[config.mk]
export PLATFORM = sky130hd
export DESIGN_NAME = pipe_ctrl
export DESIGN_NICKNAME = d
export VERILOG_FILES = /design/src/rtl/pipe_ctrl_pkg.sv /design/src/rtl/md_busy_cnt.sv /design/src/rtl/pipe_ctrl.sv
export SDC_FILE = /design/constraint.sdc
export NUM_CORES = 1
export LEC_CHECK = 0
export ABC_CLOCK_PERIOD_IN_PS = 1300
export CAP_MARGIN = 20
export CORE_AREA = 2 2 39 41
export DETAILED_ROUTE_END_ITERATION = 10
export DIE_AREA = 0 0 41 43
export PLACE_DENSITY_LB_ADDON = 0.12
export RECOVER_POWER = 25
export SKIP_LAST_GASP = 1
export SYNTH_ARGS = -nofsm -noshare
export SYNTH_HDL_FRONTEND = slang
export SYNTH_SLANG_ARGS = --single-unit
[constraint.sdc]
create_clock -name clk -period 1.3 [get_ports clk]
set_input_delay 0.195 -clock clk [delete_from_list [all_inputs] [get_ports clk]]
set_output_delay 0.195 -clock clk [all_outputs]
set_load 0.02 [all_outputs]
[src/rtl/pipe_ctrl_pkg.sv]
// pipe_ctrl_pkg: shared types and constants for the pipeline sequencing
// controller. The optional exception/ERET path is built only when
// PIPE_CTRL_EXC_EN is defined.
package pipe_ctrl_pkg;

    // Controller state: normal running, or the one-cycle guard after an
    // exception has been taken.
    typedef enum logic {
        RUN       = 1'b0,
        EXC_ENTRY = 1'b1
    } state_t;

    // PC source select encodings driven on pc_sel.
    localparam logic [1:0] PC_SEL_SEQ = 2'd0;  // sequential / branch target
    localparam logic [1:0] PC_SEL_EXC = 2'd1;  // exception vector
    localparam logic [1:0] PC_SEL_EPC = 2'd2;  // return address from CP0 EPC

    // Address the fetch unit jumps to when pc_sel == PC_SEL_EXC.
    localparam logic [31:0] EXC_VECTOR = 32'h0000_4180;

    // Default MDU latencies, in busy cycles after the start.
    localparam int DEF_MULT_CYCLES = 5;
    localparam int DEF_DIV_CYCLES  = 10;

endpackage

[src/rtl/md_busy_cnt.sv]
// md_busy_cnt: multiply/divide busy window counter. A qualified start loads
// the operation latency; the counter then counts down to zero and holds there.
module md_busy_cnt
    import pipe_ctrl_pkg::*;
#(
    parameter int MULT_CYCLES = DEF_MULT_CYCLES,
    parameter int DIV_CYCLES  = DEF_DIV_CYCLES,
    parameter int CNT_W       = 4
) (
    input  logic clk,
    input  logic reset,
    input  logic md_go,
    input  logic is_div,
    output logic md_busy
);

    localparam logic [CNT_W-1:0] MULT_LOAD = CNT_W'(MULT_CYCLES);
    localparam logic [CNT_W-1:0] DIV_LOAD  = CNT_W'(DIV_CYCLES);
    localparam logic [CNT_W-1:0] ONE       = CNT_W'(1);

    logic [CNT_W-1:0] cnt;

    // Load on a start (a start while busy simply reloads), else count down to zero.
    always_ff @(posedge clk) begin
        // NOTE: state registers use non-blocking assignment so every flop
        // samples its inputs from before the edge, independent of block order.
        if (reset) begin
            cnt <= '0;
        end else if (md_go) begin
            cnt <= is_div ? DIV_LOAD : MULT_LOAD;
        end else if (cnt != '0) begin
            cnt <= cnt - ONE;
        end
    end

    assign md_busy = (cnt != '0);

endmodule

[src/rtl/pipe_ctrl.sv]
// pipe_ctrl: pipeline sequencing controller for the five-stage MIPS core.
// Drives the pipeline register enables and clears, the PC source select and
// the qualified MDU start. Define PIPE_CTRL_EXC_EN to build the exception /
// ERET handling; without it the controller only stalls and tracks the MDU.
module pipe_ctrl
    import pipe_ctrl_pkg::*;
#(
    parameter int MULT_CYCLES = DEF_MULT_CYCLES,
    parameter int DIV_CYCLES  = DEF_DIV_CYCLES,
    parameter int CNT_W       = 4
) (
    input  logic       clk,
    input  logic       reset,
    input  logic       d_hazard,
    input  logic       d_md_use,
    input  logic       e_md_start,
    input  logic       e_md_div,
    input  logic       m_exc_req,
    input  logic       m_eret,
    output logic       f_we,
    output logic       d_we,
    output logic       e_we,
    output logic       m_we,
    output logic       d_clr,
    output logic       e_clr,
    output logic       m_clr,
    output logic       w_clr,
    output logic [1:0] pc_sel,
    output logic       md_go,
    output logic       md_busy
);

    logic exc_take;   // exception accepted this cycle
    logic eret_take;  // eret accepted this cycle (no competing exception)
    logic busy_raw;   // counter non-zero, before the reset override
    logic stall;

`ifdef PIPE_CTRL_EXC_EN
    state_t state;

    // Exceptions and erets are only honoured in RUN; EXC_ENTRY masks them.
    assign exc_take  = m_exc_req & (state == RUN);
    assign eret_take = m_eret & ~m_exc_req & (state == RUN);

    // Enter the guard state on an accepted exception; it always lasts one cycle.
    always_ff @(posedge clk) begin
        if (reset) begin
            state <= RUN;
        end else begin
            state <= exc_take ? EXC_ENTRY : RUN;
        end
    end
`else
    // Without exception support the FSM collapses to a constant RUN and the
    // M-stage requests have no effect.
    logic unused_exc;
    assign unused_exc = m_exc_req ^ m_eret;
    assign exc_take   = 1'b0;
    assign eret_take  = 1'b0;
`endif

    // An MDU op in D must wait while the MDU is busy or is being started in E.
    assign stall = d_hazard | (d_md_use & (busy_raw | e_md_start));

    // A start coinciding with an accepted exception belongs to a flushed
    // instruction and is dropped; nothing starts while reset is held.
    assign md_go   = ~reset & e_md_start & ~exc_take;
    assign md_busy = ~reset & busy_raw;

    md_busy_cnt #(
        .MULT_CYCLES (MULT_CYCLES),
        .DIV_CYCLES  (DIV_CYCLES),
        .CNT_W       (CNT_W)
    ) u_md_busy_cnt (
        .clk     (clk),
        .reset   (reset),
        .md_go   (md_go),
        .is_div  (e_md_div),
        .md_busy (busy_raw)
    );

    // Pipeline register control: reset > exception > eret > stall > default.
    always_comb begin
        // NOTE: every output gets a default first so no path through the
        // priority chain leaves one unassigned, which would infer a latch.
        f_we   = 1'b1;
        d_we   = 1'b1;
        e_we   = 1'b1;
        m_we   = 1'b1;
        d_clr  = 1'b0;
        e_clr  = 1'b0;
        m_clr  = 1'b0;
        w_clr  = 1'b0;
        pc_sel = PC_SEL_SEQ;
        if (!reset) begin
            if (exc_take) begin
                // Flush everything, including M/W, so the faulting op never commits.
                d_clr  = 1'b1;
                e_clr  = 1'b1;
                m_clr  = 1'b1;
                w_clr  = 1'b1;
                pc_sel = PC_SEL_EXC;
            end else if (eret_take) begin
                // The eret itself retires into M/W; younger ops are squashed.
                d_clr  = 1'b1;
                e_clr  = 1'b1;
                m_clr  = 1'b1;
                pc_sel = PC_SEL_EPC;
            end else if (stall) begin
                // Hold F/D and the PC, inject a bubble into D/E.
                f_we  = 1'b0;
                d_we  = 1'b0;
                e_clr = 1'b1;
            end
        end
    end

endmodule

# ---- Word level (Yosys, flattened, before mapping)
# Index checks and enable logic that the tools add are counted.
dict set report classes {
  n_addsub 1
  mux 7
  bitwise 6
  reduce_logical 2
}
# operator count
set op_table {}
lappend op_table {{4-bit 2-to-1 mux} 3}
lappend op_table {{1-bit 2-to-1 mux} 4}
lappend op_table {{4-bit nonzero test} 1}
lappend op_table {{4-bit by 1-bit subtractor with 4-bit output, second input constant} 1}
lappend op_table {{1-bit AND} 3}
lappend op_table {{1-bit bitwise OR} 2}
lappend op_table {{2-bit nonzero test} 1}
lappend op_table {{1-bit NOT} 1}
dict set report word_totals {
  regBits 4
  in_bits 8
  output_inout_bits 12
}

# ---- Longest topological paths before layout
# Gate-level depths: netlist (run 1).
dict set report logic_depth {
  depth_word 6
  mapped_depth 5
  mapped_depth_nobuf 5
}

# ---- By module
# A second synthesis (run 1) with hierarchy kept.
dict set report unflattened {
  hier_cells 42
  hier_area_um2 332.8
}
# mod n_inst cells_each area_per_inst_um2
set modules_own_cells {}
lappend modules_own_cells {md_busy_cnt 1 26 232.7}
lappend modules_own_cells {pipe_ctrl 1 16 100.1}

# ---- Least setup slack after synthesis (run 1)
# OpenSTA, ideal clock, no wires.
dict set report synth_timing {
  kind {reg-to-output}
  start {register u_md_busy_cnt.cnt[0]}
  end {output f_we}
  t_arrival_ps 1308
  slack_ps -203
  stages_incl_launch_ff 6
  path_cell_list {dfxtp_1 inv_1 ha_1 nor3b_2 a211o_1 buf_4}
}
dict set report synth_via {
  elab_chain_len 6
}
# item line_no
set synth_lines {}
lappend synth_lines {{start: declaration} md_busy_cnt.sv:21} ;# logic [CNT_W-1:0] cnt;
lappend synth_lines {{start signal: assignment} md_busy_cnt.sv:30} ;# cnt <= is_div ? DIV_LOAD : MULT_LOAD;
lappend synth_lines {{start signal: assignment} md_busy_cnt.sv:32} ;# cnt <= cnt - ONE;
lappend synth_lines {{4-bit nonzero test} md_busy_cnt.sv:36} ;# assign md_busy = (cnt != '0);
lappend synth_lines {{1-bit bitwise OR} pipe_ctrl.sv:63} ;# assign stall = d_hazard | (d_md_use & (busy_raw | e_md_start));
lappend synth_lines {{1-bit AND} pipe_ctrl.sv:63}
lappend synth_lines {{1-bit bitwise OR} pipe_ctrl.sv:63}
lappend synth_lines {{1-bit 2-to-1 mux (2 in series)} -}
lappend synth_lines {{end: declaration} pipe_ctrl.sv:20} ;# output logic f_we,
# No other way between the ends.

# ---- Final worst setup path (run 1)
dict set report layout_timing {
  start {register u_md_busy_cnt.cnt[0]}
  end {output f_we}
}
dict set report layout_via {
  elab_chain_len 6
}
# item line_no
set layout_lines {}
lappend layout_lines {{4-bit nonzero test} md_busy_cnt.sv:36}
lappend layout_lines {{1-bit bitwise OR} pipe_ctrl.sv:63}
lappend layout_lines {{1-bit AND} pipe_ctrl.sv:63}
lappend layout_lines {{1-bit bitwise OR} pipe_ctrl.sv:63}
lappend layout_lines {{1-bit 2-to-1 mux} pipe_ctrl.sv:109} ;# end else if (stall) begin
lappend layout_lines {{1-bit 2-to-1 mux} pipe_ctrl.sv:95} ;# if (!reset) begin
# No other way between the ends.

==> results of run 1 <==
==> kinds of logic after synthesis <==
logic type / share of synthesized area
AND/OR/NAND/NOR: 0.2662
buffers and inverters: 0.2548
AO/OA/AOI/OAI: 0.1749
flip-flops: 0.2434
other: 0.02282
adder cells (fa/ha/maj): 0.03802
==> critical path, stage by stage, from the launching register on <==
cell and delay (ns):
sky130_fd_sc_hd__dfxtp_2 0.32, sky130_fd_sc_hd__inv_2 0.05, sky130_fd_sc_hd__ha_4 0.15, sky130_fd_sc_hd__nor3b_4 0.15
sky130_fd_sc_hd__a211o_4 0.33, sky130_fd_sc_hd__buf_4 0.16
==> routing by layer <==
| metal | vias up | routed length [um] | track usage |
|---|---|---|---|
| met5 | - | 0 | 0 |
| met4 | 0 | 0 | 0.1200 |
| met3 | 0 | 50 | 0.005236 |
| met2 | 14 | 378 | 0.1531 |
| met1 | 156 | 321 | 0.1242 |
| li1 | 181 | - | - |
==> through the flow <==
stage	setup WS, ns	cells	area, um2	TNS [ns]	utilization
global route	-0.3315	84	586.8	-1.628	0.4241
global placement	-0.5926	78	515.5	-2.769	0.3725
floorplan	-0.08220	50	381.6	-0.1328	-
CTS	-0.3248	82	544.3	-1.271	0.3933
detailed placement	-0.6024	78	515.5	-2.711	0.3725
finish	-0.2977	84	586.8	-1.316	0.4241
==> cell type report <==
| class | instances | area share |
|---|---|---|
| multi-input combinational | 32 | 0.4009 |
| timing repair buffer | 24 | 0.3539 |
| sequential | 4 | 0.1407 |
| clock buffer | 3 | 0.03838 |
| tap | 16 | 0.03412 |
| inverter | 5 | 0.03198 |
==> worst max-delay path by stage <==
| stage | cells after the start | end | start |
|---|---|---|---|
| 5_1_grt | 6 | e_clr | u_md_busy_cnt.cnt[0] |
| 2_1_floorplan | 5 | f_we | u_md_busy_cnt.cnt[0] |
| 6_report | 5 | f_we | u_md_busy_cnt.cnt[0] |
| 4_1_cts | 5 | f_we | u_md_busy_cnt.cnt[0] |
| 3_5_place_dp | 5 | e_clr | e_md_start |
| 3_3_place_gp | 5 | e_clr | e_md_start |
==> power breakdown <==
group / leakage [uW] / switching (uW) / internal [uW]
clock: 0.0000138 / 48.7 / 103
combinational: 0.000227 / 128 / 161
sequential: 0.0000338 / 11.2 / 139
total: 0.000274 / 188 / 404
==> placed cells by master, fill, tap and decap left out, drive strengths merged <==
cell | synthesis | routed
buf | 9 | 19
conb | 2 | 7
nor2 | 7 | 7
clkdlybuf4s50 | 0 | 5
inv | 5 | 5
dfxtp | 4 | 4
clkbuf | 0 | 3
o21ai | 2 | 2
nor3 | 2 | 2
nor2b | 2 | 2
nor3b | 1 | 1
a211o | 1 | 1
a21oi | 1 | 1
nand3b | 1 | 1
a221oi | 1 | 1
nand2 | 1 | 1
or3b | 1 | 1
and2 | 1 | 1
o22ai | 1 | 1
a2111oi | 1 | 1
o2bb2ai | 1 | 1
ha | 1 | 1
==> repair_timing <==
item / in CTS / in global routing
pin swaps: 2 / 3
endpoints found under the setup margin: 7 / 7
resized for setup: 30 / 8
endpoints found under the hold margin: 0 / 0
setup buffers: 1 / 2
==> load_flow_metrics.sql, run 1 <==
INSERT INTO impl_metrics (metric_group, metric, value, unit) VALUES
('timing', 'final.period_utilization', '1.229', ''),
('route', 'wl', '750', 'um'),
('floorplan', 'initial_utilization', '0.2378', ''),
('finish', 'max_flop_register', 'u_md_busy_cnt.cnt', ''),
('yosys', 'ys_dominant_reg_cell', 'sky130_fd_sc_hd__dfxtp_1', ''),
('route', 'vias', '351', ''),
('placement', 'port_buffers', '10', ''),
('worst_hold_path', 'hp-class', 'flop to flop', ''),
('critical_path', 'worst_setup_path_end_kind', 'output port', ''),
('outcome', 'status', 'finished, violations left', ''),
('finish', 'number_of_flip_flops_under_the_largest_register_name', '4', ''),
('global_routing', 'grt_pass1_wl', '1.235', 'mm'),
('yosys', 'synth.top_cell.area_share', '0.2433', ''),
('floorplan', 'placementRows', '14', ''),
('finish', 'final_net_count', '79', ''),
('power_and_ir_drop', 'p_leak', '0.0002743', 'uW'),
('yosys', 'synthArstFlopShare', '0', ''),
('yosys', 'synth_top_cell_by_area', 'sky130_fd_sc_hd__dfxtp_1', ''),
('timing', 'setup_ws', '-0.2977', 'ns'),
('clock_network', 'cts.sink_count', '4', ''),
('timing', 'timing.clock.skew', '0.0008792', 'ns'),
('worst_hold_path', 'worst_hold_startpoint', 'u_md_busy_cnt.cnt[1]', ''),
('power_and_ir_drop', 'ir_drop', '0.2617', 'mV'),
('clock_network', 'total_cts_buffers', '3', ''),
('worst_hold_path', 'timing.hold.worst_endpoint', 'u_md_busy_cnt.cnt[1]', ''),
('floorplan', 'die_area', '0.001763', 'mm2'),
('yosys', 'syn_area_per_cell', '7.313', 'um2'),
('placement', 'finalWeightedCongestion', '0.6413', ''),
('critical_path', 'path_class', 'flop to output port', ''),
('clock_network', 'path_clk_slew', '0.03', 'ns'),
('critical_path', 'cp_data_required_time', '1.11', 'ns'),
('finish', 'reg.largest.list', 'u_md_busy_cnt.cnt x4', ''),
('floorplan', 'die-width', '41', 'um'),
('clock_network', 'ctsHtreeMaxLevel', '1', ''),
('timing', 'finalSetupViolations', '7', ''),
('route', 'vias_per_cell', '4.179', ''),
('route', 'drt-initial-drc-count', '2', ''),
('timing', 'timing.final.hold_violations', '0', ''),
('route', 'remaining_drc_errors', '0', ''),
('timing', 'timing.fmax', '625.9', 'MHz'),
('finish', 'layout-area-overhead-vs-synth', '78.33', '%'),
('timing', 'grt_setup_unrepaired', 'yes', ''),
('timing', 'final_period_minus_worst_setup_slack', '1.598', 'ns'),
('floorplan', 'design.portCount', '20', ''),
('worst_hold_path', 'worstHoldPathCells', '3', ''),
('outcome', 'violations', 'setup timing', ''),
('critical_path', 'setup.worst_path.start_class', 'flop', ''),
('global_routing', 'first_global_vias', '329', ''),
('critical_path', 'worstPathArrival', '1.40', 'ns'),
('finish', 'seq_area', '82.58', 'um2'),
('yosys', 'post_synth_instance_area', '329.1', 'um2'),
('finish', 'insertedDiodeCount', '0', ''),
('critical_path', 'worstReg2RegEnd', 'u_md_busy_cnt.cnt[1]', ''),
('yosys', 'dominant_cell_by_count_in_the_synthesized_netlist', 'sky130_fd_sc_hd__buf_4', ''),
('finish', 'multiInputGateArea', '235.2', 'um2'),
('finish', 'final.fill_count', '165', ''),
('run', 'drv_cap', '0', ''),
('floorplan', 'dieHeight', '43', 'um'),
('timing', 'report.final.slew_viol_count', '0', ''),
('clock_network', 'cts_hold_repair_buffers', '0', ''),
('finish', 'post_route_cells_drive_above_1_share', '0.5441', ''),
('critical_path', 'worstReg2RegStart', 'u_md_busy_cnt.cnt[0]', ''),
('critical_path', 'crit_path_max_fanout', '3', ''),
('global_routing', 'antenna_found_initial', '0', ''),
('route', 'drt-pass1-iter-count', '2', ''),
('critical_path', 'worst-r2r-cell-count', '7', ''),
('route', 'wire_per_inst', '8.929', 'um'),
('yosys', 'synth.top_cells.by_count', 'sky130_fd_sc_hd__buf_4 (8), sky130_fd_sc_hd__nor2_1 (7), sky130_fd_sc_hd__inv_1 (5), sky130_fd_sc_hd__dfxtp_1 (4)', ''),
('yosys', 'synth.area.top_cells', 'sky130_fd_sc_hd__dfxtp_1 (24%), sky130_fd_sc_hd__buf_4 (18%), sky130_fd_sc_hd__nor2_1 (8.0%), sky130_fd_sc_hd__inv_1 (5.7%), sky130_fd_sc_hd__ha_1 (3.8%)', ''),
('clock_network', 'clock_tree.buffer_depth', '2', ''),
('timing', 'hold-worst-slack', '0.5960', 'ns');
(Power assumes the default switching activity.)
==> run 2: changes to the inputs <==
- ABC_CLOCK_PERIOD_IN_PS: 1300 -> 2000
- clock period: 1.3 -> 2 ns (I/O delays scaled with it)
==> load_flow_metrics.sql, run 2 (synthesized netlist as in run 1, its figures left out) <==
INSERT INTO impl_metrics (metric_group, metric, value, unit) VALUES
('finish', 'final.fill_count', '155', ''),
('finish', 'insertedDiodeCount', '0', ''),
('floorplan', 'design.portCount', '20', ''),
('power_and_ir_drop', 'share_clk_of_total_power', '0.308', ''),
('power_and_ir_drop', 'internal_dissipation', '214.7', 'uW'),
('critical_path', 'setup.worst_path.start_class', 'flop', ''),
('outcome', 'status', 'finished, final reports clean', ''),
('floorplan', 'core_area', '0.001384', 'mm2'),
('placement', 'placed_cells', '74', ''),
('timing', 'timing.fmax', '530.8', 'MHz'),
('finish', 'number_of_flip_flops_under_the_largest_register_name', '4', ''),
('finish', 'layout_common_cells', 'sky130_fd_sc_hd__nor2_1 (7), sky130_fd_sc_hd__conb_1 (7), sky130_fd_sc_hd__buf_4 (6)', ''),
('power_and_ir_drop', 'ir_drop', '0.4527', 'mV'),
('route', 'route.antenna.remaining_nets', '0', ''),
('finish', 'final_net_count', '72', ''),
('global_routing', 'grt_overflow_total', '0', ''),
('clock_network', 'total_cts_buffers', '3', ''),
('route', 'vias_per_cell', '4.026', ''),
('timing', 'grt_setup_unrepaired', 'no', ''),
('critical_path', 'cp_data_required_time', '1.70', 'ns'),
('finish', 'max_flop_register', 'u_md_busy_cnt.cnt', ''),
('finish', 'layout-area-overhead-vs-synth', '42.21', '%'),
('route', 'drt-pass1-iter-count', '2', ''),
('power_and_ir_drop', 'net-switching-power', '101.5', 'uW'),
('global_routing', 'antenna_found_initial', '0', ''),
('route', 'wl', '665', 'um'),
('timing', 'report.final.slew_viol_count', '0', ''),
('clock_network', 'clock_tree.buffer_depth', '2', ''),
('timing', 'final_period_minus_worst_setup_slack', '1.884', 'ns'),
('timing', 'final.period_utilization', '0.9420', ''),
('clock_network', 'cts_tree', 'built', ''),
('timing', 'timing.clock.skew', '0.003512', 'ns'),
('run', 'drv_cap', '0', ''),
('timing', 'hold-worst-slack', '0.5742', 'ns'),
('critical_path', 'worstPathArrival', '1.58', 'ns'),
('clock_network', 'path_clk_slew', '0.04', 'ns'),
('placement', 'post-dp-hpwl', '530.5', 'um'),
('route', 'remaining_drc_errors', '0', ''),
('clock_network', 'ctsHtreeMaxLevel', '1', ''),
('finish', 'layout.cells.non_filler', '77', ''),
('global_routing', 'first_global_vias', '281', ''),
('clock_network', 'cts.sink_count', '4', ''),
('timing', 'timing.final.hold_violations', '0', ''),
('placement', 'port_buffers', '10', ''),
('global_routing', 'pin_count_of_the_biggest_net_entering_global_routing', '9', ''),
('route', 'drt-initial-drc-count', '3', ''),
('route', 'vias', '310', ''),
('clock_network', 'ctsRootBufferMaster', 'sky130_fd_sc_hd__clkbuf_4', ''),
('timing', 'finalSetupViolations', '0', ''),
('critical_path', 'crit_path_max_fanout', '3', ''),
('route', 'wire_per_inst', '8.636', 'um'),
('power_and_ir_drop', 'power-per-cell-area', '675.7', 'mW/mm2'),
('placement', 'finalWeightedCongestion', '0.7275', ''),
('timing', 'tns', '0', 'ns'),
('floorplan', 'placementRows', '14', ''),
('global_routing', 'grt_pass1_wl', '1.104', 'mm'),
('floorplan', 'die-width', '41', 'um'),
('floorplan', 'initial_utilization', '0.2378', ''),
('critical_path', 'path_class', 'flop to output port', ''),
('critical_path', 'reg2reg_setup_slack', '0.59', 'ns'),
('power_and_ir_drop', 'part_of_the_total_power_dissipated_in_combinational_logic', '0.382', ''),
('power_and_ir_drop', 'switching_share', '0.3211', ''),
('clock_network', 'clock_latency', '0.23', 'ns'),
('finish', 'post_route_cells_drive_above_1_share', '0.1803', ''),
('floorplan', 'dieHeight', '43', 'um'),
('placement', 'detailedPlace.worstSlack', '-0.1094', 'ns'),
('critical_path', 'worst_setup_path_end_kind', 'output port', ''),
('clock_network', 'cts_hold_repair_buffers', '0', ''),
('power_and_ir_drop', 'p_leak', '0.0002353', 'uW'),
('floorplan', 'die_area', '0.001763', 'mm2'),
('global_routing', 'grtUsageTotal', '0.09237', ''),
('power_and_ir_drop', 'pwr-share-seq', '0.310', ''),
('worst_hold_path', 'hp-class', 'flop to flop', ''),
('finish', 'reg.largest.list', 'u_md_busy_cnt.cnt x4', ''),
('timing', 'setup_ws', '0.1161', 'ns');
==> run 2: path summary, 6_finish.rpt <==
path	from	to	cells after the start
max	u_md_busy_cnt.cnt[0]	f_we	5
min	u_md_busy_cnt.cnt[3]	u_md_busy_cnt.cnt[2]	2
max reg2reg	u_md_busy_cnt.cnt[0]	u_md_busy_cnt.cnt[1]	6
min reg2reg	u_md_busy_cnt.cnt[3]	u_md_busy_cnt.cnt[2]	2
==> run 2: per-stage QoR <==
| stage | cell area [um2] | util | total power, uW |
|---|---|---|---|
| floorplan | 347.8 | - | 181.6 |
| global placement | 455.4 | 0.3291 | 232.0 |
| detailed placement | 455.4 | 0.3291 | 229.9 |
| CTS | 473.0 | 0.3418 | 325.7 |
| global route | 467.9 | 0.3382 | 343.8 |
| finish | 467.9 | 0.3382 | 316.2 |
==> run 2: timing repair <==
action	in CTS	in global routing
endpoints found under the setup margin	4	2
resized for setup	4	3
gates cloned	0	0
setup buffers	0	0
==> run 2: final cells by class <==
type / count / area, um2 / share of cell area
Tap cell: 16 / 20.02 / 0.04278
Clock buffer: 3 / 22.52 / 0.04813
Inverter: 5 / 18.77 / 0.04011
Timing Repair Buffer: 17 / 142.6 / 0.3048
Multi-Input combinational cell: 32 / 183.9 / 0.3930
Sequential cell: 4 / 80.08 / 0.1711
==> run 2: critical path, cell delays in order (launching register included) <==
cell	delay [ns]
sky130_fd_sc_hd__dfxtp_1	0.32
sky130_fd_sc_hd__inv_1	0.06
sky130_fd_sc_hd__ha_1	0.20
sky130_fd_sc_hd__nor3b_2	0.16
sky130_fd_sc_hd__a211o_1	0.29
sky130_fd_sc_hd__dlygate4sd2_1	0.33
==> run 2: power groups by stage <==
stage	Sequential [uW]	Combinational (uW)	Clock, uW
final	97.9	121	97.5
after global routing	99.4	135	109
after detailed placement	98.8	131	0
after floorplan	97.5	84.1	0
after global placement	99.1	133	0
after CTS	97.6	126	102
==> run 2: layer usage <==
| layer | part of all wire | GRT usage |
|---|---|---|
| met4 | 0 | 0.02000 |
| met5 | 0 | 0 |
| met2 | 0.50 | 0.1406 |
| met1 | 0.42 | 0.1029 |
| met3 | 0.080 | 0.06283 |
==> run 3: changes to the inputs <==
- CAP_MARGIN: 20 -> 5
- CTS_BUF_LIST: unset -> sky130_fd_sc_hd__clkbuf_16
==> load_flow_metrics.sql, run 3 (synthesized netlist as in run 1, its figures left out) <==
INSERT INTO impl_metrics (metric_group, metric, value, unit) VALUES
('power_and_ir_drop', 'p_leak', '0.0002587', 'uW'),
('timing', 'finalSetupViolations', '0', ''),
('floorplan', 'die_area', '0.001763', 'mm2'),
('power_and_ir_drop', 'part_of_the_total_power_dissipated_in_combinational_logic', '0.229', ''),
('finish', 'final.fill_count', '149', ''),
('critical_path', 'worstReg2RegStart', 'u_md_busy_cnt.cnt[0]', ''),
('floorplan', 'design.portCount', '20', ''),
('finish', 'final_core_util', '0.3797', ''),
('route', 'wire_per_inst', '8.831', 'um'),
('clock_network', 'postCtsSetupBuffers', '0', ''),
('power_and_ir_drop', 'net-switching-power', '124.7', 'uW'),
('route', 'wl', '680', 'um'),
('power_and_ir_drop', 'internal_dissipation', '403.9', 'uW'),
('placement', 'detailedPlace.worstSlack', '-0.1094', 'ns'),
('critical_path', 'crit_path_max_fanout', '3', ''),
('route', 'drt-initial-drc-count', '0', ''),
('route', 'route.antenna.remaining_nets', '0', ''),
('timing', 'report.final.slew_viol_count', '0', ''),
('worst_hold_path', 'hp-class', 'flop to flop', ''),
('clock_network', 'clock_latency', '0.22', 'ns'),
('global_routing', 'grt_overflow_total', '0', ''),
('placement', 'finalWeightedCongestion', '0.7275', ''),
('global_routing', 'grt_pass1_wl', '1.131', 'mm'),
('clock_network', 'ctsRootBufferMaster', 'sky130_fd_sc_hd__clkbuf_16', ''),
('finish', 'insertedDiodeCount', '0', ''),
('floorplan', 'core_area', '0.001384', 'mm2'),
('floorplan', 'placementRows', '14', ''),
('route', 'remaining_drc_errors', '0', ''),
('timing', 'final_period_minus_worst_setup_slack', '1.893', 'ns'),
('finish', 'post_route_cells_drive_above_1_share', '0.1639', ''),
('run', 'drv_cap', '0', ''),
('power_and_ir_drop', 'share_clk_of_total_power', '0.586', ''),
('finish', 'layout_common_cells', 'sky130_fd_sc_hd__nor2_1 (7), sky130_fd_sc_hd__conb_1 (7), sky130_fd_sc_hd__buf_4 (6)', ''),
('timing', 'final.period_utilization', '0.9465', ''),
('global_routing', 'pin_count_of_the_biggest_net_entering_global_routing', '9', ''),
('critical_path', 'cp_data_required_time', '1.70', 'ns'),
('placement', 'port_buffers', '10', ''),
('power_and_ir_drop', 'pwr-share-seq', '0.185', ''),
('outcome', 'status', 'finished, final reports clean', ''),
('placement', 'placed_cells', '74', ''),
('power_and_ir_drop', 'ir_drop', '0.5572', 'mV'),
('placement', 'post-dp-hpwl', '530.5', 'um'),
('finish', 'number_of_flip_flops_under_the_largest_register_name', '4', ''),
('global_routing', 'first_global_vias', '286', ''),
('critical_path', 'worstSetupStartpoint', 'u_md_busy_cnt.cnt[0]', ''),
('floorplan', 'initial_utilization', '0.2378', ''),
('finish', 'max_flop_register', 'u_md_busy_cnt.cnt', ''),
('critical_path', 'setup.worst_path.start_class', 'flop', ''),
('floorplan', 'die-width', '41', 'um'),
('clock_network', 'total_cts_buffers', '3', ''),
('timing', 'timing.fmax', '528.3', 'MHz'),
('critical_path', 'worstPathArrival', '1.59', 'ns'),
('clock_network', 'path_clk_slew', '0.03', 'ns'),
('critical_path', 'worst_setup_path_end_kind', 'output port', ''),
('worst_hold_path', 'worst_hold_startpoint', 'u_md_busy_cnt.cnt[3]', ''),
('route', 'vias', '312', ''),
('timing', 'timing.final.hold_violations', '0', ''),
('power_and_ir_drop', 'switching_share', '0.2358', ''),
('timing', 'grt_setup_unrepaired', 'no', ''),
('finish', 'multiInputGateArea', '183.9', 'um2'),
('clock_network', 'cts.sink_count', '4', ''),
('finish', 'layout-area-overhead-vs-synth', '59.70', '%'),
('finish', 'reg.largest.list', 'u_md_busy_cnt.cnt x4', ''),
('finish', 'seq_area', '80.08', 'um2'),
('clock_network', 'clock_tree.buffer_depth', '2', ''),
('clock_network', 'ctsHtreeMaxLevel', '1', ''),
('finish', 'final_net_count', '72', ''),
('clock_network', 'cts_tree', 'built', ''),
('finish', 'layout.cells.non_filler', '77', ''),
('critical_path', 'path_class', 'flop to output port', ''),
('global_routing', 'antenna_found_initial', '0', ''),
('floorplan', 'dieHeight', '43', 'um'),
('global_routing', 'grtUsageTotal', '0.09940', ''),
('timing', 'timing.clock.skew', '0.001132', 'ns'),
('route', 'vias_per_cell', '4.052', ''),
('timing', 'setup_ws', '0.1071', 'ns'),
('route', 'drt-pass1-iter-count', '1', ''),
('power_and_ir_drop', 'power-per-cell-area', '1006', 'mW/mm2');
[run 3: power groups by stage]
stage                     Combinational (uW)  Sequential (uW)  Clock [uW]
after floorplan                         84.1             97.5           0
after global placement                   133             99.1           0
after detailed placement                 131             98.8           0
after CTS                                126             97.9         313
after global routing                     136             99.6         318
final                                    121             97.8         310
[run 3: routing by layer]
metal / part of all wire / track usage
met2: 0.49 / 0.1406
met5: 0 / 0
met4: 0 / 0.04000
met1: 0.43 / 0.1061
met3: 0.082 / 0.07853
[run 3: area by class of cell]
type,count,share of cell area
tap,16,0.03810
multi-input combinational,32,0.3500
sequential,4,0.1524
inverter,5,0.03571
timing repair buffer,17,0.2810
clock buffer,3,0.1429
[run 3: what timing repair did]
item	CTS	global route
hold buffers	0	0
gates resized for setup	4	2
setup endpoints to repair	4	2
pin swaps	0	0
[run 3: path summary, 6_finish.rpt]
kind                                             end  slack (ns)  cells past startpoint
worst min register to register  u_md_busy_cnt.cnt[2]        0.57                      2
worst min-delay path            u_md_busy_cnt.cnt[2]        0.57                      2
worst max register to register  u_md_busy_cnt.cnt[1]        0.59                      6
worst max-delay path                           e_clr        0.11                      6
[run 3: per-stage QoR]
step / total power (uW) / hold WS [ns] / area, um2 / setup TNS (ns)
2_1_floorplan: 181.6 / 0.3768 / 347.8 / 0
3_3_place_gp: 232.0 / 0.5670 / 455.4 / -0.09999
3_5_place_dp: 229.9 / 0.5536 / 455.4 / -0.1094
4_1_cts: 536.5 / 0.5671 / 525.5 / 0
5_1_grt: 553.2 / 0.6084 / 525.5 / 0
6_report: 528.5 / 0.5693 / 525.5 / 0
[run 3: worst max-delay path, stage by stage, from the launching register on]
cell                              delay, ns
sky130_fd_sc_hd__dfxtp_1               0.32
sky130_fd_sc_hd__inv_1                 0.06
sky130_fd_sc_hd__ha_1                  0.20
sky130_fd_sc_hd__nor3b_2               0.16
sky130_fd_sc_hd__a211o_1               0.28
sky130_fd_sc_hd__inv_1                 0.06
sky130_fd_sc_hd__clkdlybuf4s15_1       0.29
